===== src/rtl/mult_div_seq.sv =====
// Iterative MULT/MULTU/DIV/DIVU unit: one shift-add or restoring-subtract step per clock, HI/LO held for MFHI/MFLO.
// Define MULT_DIV_SEQ_SIGNED_EN to build signed MULT/DIV (op_in[0]); otherwise every op runs unsigned.
module mult_div_seq #(
    parameter int WIDTH = 32
) (
    input  logic             clk,
    input  logic             reset,
    input  logic             start_in,
    input  logic [1:0]       op_in,
    input  logic [WIDTH-1:0] a_in,
    input  logic [WIDTH-1:0] b_in,
    output logic             busy_out,
    output logic             stall_out,
    output logic             done_out,
    output logic [WIDTH-1:0] hi_out,
    output logic [WIDTH-1:0] lo_out,
    output logic             div_by_zero_out
);

    localparam int CW = $clog2(WIDTH + 1);

    typedef enum logic [1:0] {
        IDLE,
        RUN,
        DONE
    } state_t;

    state_t             state;
    state_t             state_next;
    logic [CW-1:0]      count;
    logic [WIDTH-1:0]   acc_hi;
    logic [WIDTH-1:0]   acc_lo;
    logic [WIDTH-1:0]   opnd;
    logic               is_div;

    logic               start_ok;
    logic               div_zero;
    logic [WIDTH-1:0]   a_mag;
    logic [WIDTH-1:0]   b_mag;
    logic [WIDTH:0]     mul_sum;
    logic [WIDTH:0]     div_trial;
    logic [WIDTH-1:0]   step_hi;
    logic [WIDTH-1:0]   step_lo;
    logic [WIDTH-1:0]   res_hi;
    logic [WIDTH-1:0]   res_lo;

`ifdef MULT_DIV_SEQ_SIGNED_EN
    logic neg_res;
    logic neg_rem;
    logic a_neg;
    logic b_neg;

    function automatic logic [WIDTH-1:0] negate(input logic signed [WIDTH-1:0] v);
        return -v;
    endfunction

    function automatic logic [2*WIDTH-1:0] negate_wide(input logic signed [2*WIDTH-1:0] v);
        return -v;
    endfunction

    assign a_neg = op_in[0] & a_in[WIDTH-1];
    assign b_neg = op_in[0] & b_in[WIDTH-1];
    assign a_mag = a_neg ? negate(a_in) : a_in;
    assign b_mag = b_neg ? negate(b_in) : b_in;
`else
    logic unused_op_sign;

    assign unused_op_sign = op_in[0];
    assign a_mag = a_in;
    assign b_mag = b_in;
`endif

    assign start_ok  = start_in && (state != RUN);
    assign div_zero  = op_in[1] && (b_in == '0);
    assign busy_out  = (state == RUN);
    assign done_out  = (state == DONE);
    assign stall_out = busy_out | (start_in & (state != RUN));

    always_comb begin
        state_next = state;
        if (start_ok) begin
            state_next = div_zero ? DONE : RUN;
        end else begin
            case (state)
                RUN:     if (count == CW'(1)) state_next = DONE;
                DONE:    state_next = IDLE;
                default: state_next = state;
            endcase
        end
    end

    // One iteration: the multiply adds the multiplicand when the multiplier LSB is set then shifts right;
    // the divide shifts the next dividend bit into the partial remainder and subtracts when no borrow results.
    always_comb begin
        mul_sum   = {1'b0, acc_hi} + {1'b0, opnd & {WIDTH{acc_lo[0]}}};
        div_trial = {acc_hi, acc_lo[WIDTH-1]} - {1'b0, opnd};
        if (is_div) begin
            step_lo = {acc_lo[WIDTH-2:0], ~div_trial[WIDTH]};
            step_hi = div_trial[WIDTH] ? {acc_hi[WIDTH-2:0], acc_lo[WIDTH-1]}
                                       : div_trial[WIDTH-1:0];
        end else begin
            step_hi = mul_sum[WIDTH:1];
            step_lo = {mul_sum[0], acc_lo[WIDTH-1:1]};
        end
        res_hi = step_hi;
        res_lo = step_lo;
`ifdef MULT_DIV_SEQ_SIGNED_EN
        if (is_div) begin
            if (neg_res) res_lo = negate(step_lo);
            if (neg_rem) res_hi = negate(step_hi);
        end else if (neg_res) begin
            {res_hi, res_lo} = negate_wide({step_hi, step_lo});
        end
`endif
    end

    always_ff @(posedge clk) begin
        if (!reset) begin
            state           <= IDLE;
            count           <= '0;
            acc_hi          <= '0;
            acc_lo          <= '0;
            opnd            <= '0;
            is_div          <= 1'b0;
            hi_out          <= '0;
            lo_out          <= '0;
            div_by_zero_out <= 1'b0;
`ifdef MULT_DIV_SEQ_SIGNED_EN
            neg_res         <= 1'b0;
            neg_rem         <= 1'b0;
`endif
        end else begin
            state <= state_next;
            if (start_ok) begin
                count           <= CW'(WIDTH);
                acc_hi          <= '0;
                acc_lo          <= op_in[1] ? a_mag : b_mag;
                opnd            <= op_in[1] ? b_mag : a_mag;
                is_div          <= op_in[1];
                div_by_zero_out <= div_zero;
`ifdef MULT_DIV_SEQ_SIGNED_EN
                neg_res         <= a_neg ^ b_neg;
                neg_rem         <= a_neg;
`endif
                if (div_zero) begin
                    hi_out <= a_in;
                    lo_out <= '1;
                end
            end else if (state == RUN) begin
                count  <= count - CW'(1);
                acc_hi <= step_hi;
                acc_lo <= step_lo;
                if (count == CW'(1)) begin
                    hi_out <= res_hi;
                    lo_out <= res_lo;
                end
            end
        end
    end

endmodule


===== config.mk =====
export PLATFORM = sky130hd
export DESIGN_NAME = mult_div_seq
export DESIGN_NICKNAME = d
export VERILOG_FILES = /design/src/rtl/mult_div_seq.sv
export SDC_FILE = /design/constraint.sdc
export NUM_CORES = 1
export LEC_CHECK = 0
export ABC_AREA = 1
export CAP_MARGIN = 20
export CORE_MARGIN = 2
export CORE_UTILIZATION = 35
export CTS_CLUSTER_SIZE = 14
export DETAILED_ROUTE_END_ITERATION = 6
export HOLD_SLACK_MARGIN = 0.1
export MAX_ROUTING_LAYER = met4
export PLACE_DENSITY = 0.6
export SLEW_MARGIN = 20
export SYNTH_ARGS = -nofsm -noshare
export SYNTH_HDL_FRONTEND = slang
export SYNTH_SLANG_ARGS = --single-unit
export TNS_END_PERCENT = 20

===== constraint.sdc =====
create_clock -name clk -period 3.3 [get_ports clk]
set_input_delay 0.33 -clock clk [delete_from_list [all_inputs] [get_ports clk]]
set_output_delay 0.33 -clock clk [all_outputs]
set_load 0.02 [all_outputs]

==> metrics.cfg <==
[run_status]
status=completed

[detailed_routing]
drtAntennaViolNets=0
drc=0
avgViaCountPerCell=5.050
first_iter_violations=1017
routed_wl_um=50080
drtPass1Iterations=5
routedWlPerCell_um=17.28
num_vias=14640

[power_and_ir_drop]
p_per_area_nw_per_um2=505.8
ir_drop_mv=0.3786
p_leak_nw=7.835

[setup_path]
slowest_delay_ns=0.64
r2r_cells=14
critical_path_buf_inv_count=2
path_cells=buf_12 -> nand2_1 -> inv_1 -> ha_1 -> nand3_1 -> nand2_1 -> a21oi_1 -> o21ai_0 -> nand3_1 -> nand3_1 -> nand3_1 -> nand2_1 -> nand2_1 -> a21oi_1
worstPathMaxFanout=33
critPathRequiredTime_ns=3.68
critPathArrivalTime_ns=3.38
r2r-start=acc_lo[0]
reg2reg_to=hi_out[28]
regToRegSetupSlack_ns=0.30
path_delay_family=simple AND/OR/NAND/NOR gates
start_kind=register
cp-end-kind=register
slowest_stage=o21ai_0
timing_worst_setup_path_type=register to register
crit_start=acc_lo[0]

[clock_network]
cts_resized=0
cts-root-buf=clkbuf_16
cts_tree=yes
cts_buffer_depth=2
holdBufCountCts=0
htreeDepth=4
cts_setup_buffers=0
insertion_delay_ns=0.45
clk_pin_slew_ns=0.08
clkSinkCount=170
cts_buffers=17

[sta]
period_minus_slack_ns=2.996
maxSlewViolCount=0
final.period_utilization=0.9079
rsz0062_at_grt=no
tns_ns=0
worst_pin_slew_ns=1.080
finalHoldViolCount=0
setup_violations=0
final.setup_skew_ns=0.01654
slew_headroom=0.2791
timing.fmax_ghz=0.3338

[layout]
antenna_cells=0
final.fill_count=4128
final_nets=2514
syn_to_final_growth_pct=17.88
register_area_um2=3405
drive_above_1_share=0.04734
multi_input_area_um2=8192
finalInstanceArea_um2=15740

[die]
start_util=0.3553
fp.dieW_um=199.3
ios=137
fp.dieArea_um2=39720
die_h_um=199.3
coreArea_um2=37580
rows=71

[placement]
hpwl_um=39190
numPortBuffers=135
place_area_um2=15180
gp_congestion=1.009

[synthesis]
netlist-cell-type-count=41
syn_inst=2287
synthesis.area_um2=13350
syn_avg_cell_area_um2=5.837
synth_edf_count=0
synth_ff_type=dfxtp_1
synth_nets=2427
yosys_warnings=0
synth-seq-cells=170
async_reset_ff_frac=0
seq_area_frac_synth=0.2549

[grt]
grt.overflow.total=0
grt_use_total=0.2598
grt_max_degree=91
grt_pass1_wl_um=76820
antenna_found_initial=0
first_global_vias=13640

[hold_path]
hold_path.startpoint=reset
hold_end=hi_out[20]
hold_class=primary input to register
whs_path_depth=3

[run]
cap_violations=0

-- Yosys cell counts (8+ instances only) --
cell,number,area share
buf_1,14,0.0039
nand2_2,11,0.0052
nand3b_1,15,0.0084
nand3_1,127,0.048
clkbuf_1,65,0.018
xor2_1,14,0.0092
o22ai_1,32,0.015
nor4_1,8,0.0037
nand3_2,9,0.0067
inv_1,342,0.096
inv_2,9,0.0025
nor3_1,19,0.0071
a21oi_1,223,0.084
o21a_1,8,0.0045
o21ai_0,154,0.058
nor2_1,199,0.056
dfxtp_1,170,0.25
buf_2,10,0.0037
o21ai_1,25,0.0094
ha_1,69,0.065
nand4_1,12,0.0056
nand2_1,691,0.19
-- stage by stage --
| stage | hold WS, ns | power [W] | instances | utilization | setup slack (ns) |
|---|---|---|---|---|---|
| floorplan | 0.4460 | 0.004884 | 2287 | - | 0.9396 |
| global placement | 0.4671 | 0.005956 | 2866 | 0.4040 | 0.3909 |
| detailed placement | 0.4648 | 0.005975 | 2866 | 0.4040 | 0.3608 |
| CTS | 0.3386 | 0.007972 | 2898 | 0.4188 | 0.3534 |
| global route | 0.3767 | 0.008500 | 2898 | 0.4188 | 0.07869 |
| finish | 0.3658 | 0.007961 | 2898 | 0.4188 | 0.3041 |
-- cell type report --
class	count	share of cell area
multi-input cells	1668	0.5205
flip-flops and latches	170	0.2163
repair buffers	166	0.1035
inverters	351	0.08372
well taps	511	0.04063
clock buffers	17	0.02703
clock inverters	15	0.008268
-- cell usage in the layout, fill, tap and decap left out, drive strengths merged, types with 6 or more instances in the layout --
cell type | synthesis | final
nor3 | 19 | 19
o21ai | 179 | 179
nand4 | 12 | 12
o22ai | 32 | 32
o21a | 8 | 8
xor2 | 14 | 14
a21oi | 226 | 226
o211ai | 6 | 6
inv | 351 | 360
a21o | 6 | 6
nand2 | 708 | 708
clkbuf | 65 | 17
clkdlybuf4s50 | 0 | 134
nand3 | 136 | 136
buf | 33 | 32
ha | 69 | 69
nor4 | 8 | 8
nor2 | 205 | 205
nand3b | 15 | 15
dfxtp | 170 | 170
-- sequential cells by signal, indices dropped and copies added (netlist names) --
name	count
acc_hi	32
acc_lo	32
hi_out	32
lo_out	32
opnd	32
count	6
state	2
div_by_zero_out	1
is_div	1
-- worst min-delay path, cell delays in order --
cell and delay (ns):
buf_2 0.26, nand2_1 0.13, a21oi_1 0.03
-- routing by layer --
metal	up-vias	global-route usage	part of all wire
met5	-	-	0
met4	0	0.06412	0.021
met3	50	0.02937	0.047
met2	399	0.4024	0.44
met1	6733	0.3601	0.49
li1	7453	-	-
-- cells by family (layout without fill, tap and decap cells) --
group                      count (synthesis)  after routing  share of synthesized area
AOI/OAI and AO/OA                        470            470                     0.1869
xor gates and xnor gates                  18             18                    0.01181
adders and majority gates                 71             71                    0.06767
buffers and inverters                    449            549                     0.1322
DFF                                      170            170                     0.2549
and+or+nand+nor                         1109           1109                     0.3465
-- power breakdown --
part | total [W] | leakage, nW | switching [W] | internal, W
logic | 0.00360 | 6.17 | 0.00244 | 0.00115
registers | 0.00238 | 1.39 | 0.000148 | 0.00223
clock network | 0.00199 | 0.275 | 0.000991 | 0.000995
total | 0.00796 | 7.84 | 0.00358 | 0.00438
-- worst max-delay path by stage --
stage / slack (ns) / cells after the start / endpoint
5_1_grt: 0.08 / 17 / acc_hi[26]
4_1_cts: 0.35 / 17 / acc_hi[26]
6_report: 0.30 / 14 / hi_out[28]
3_3_place_gp: 0.39 / 17 / acc_hi[26]
2_1_floorplan: 0.94 / 15 / acc_hi[28]
3_5_place_dp: 0.36 / 17 / acc_hi[26]
No activity file was read; power rests on OpenSTA's default activity.
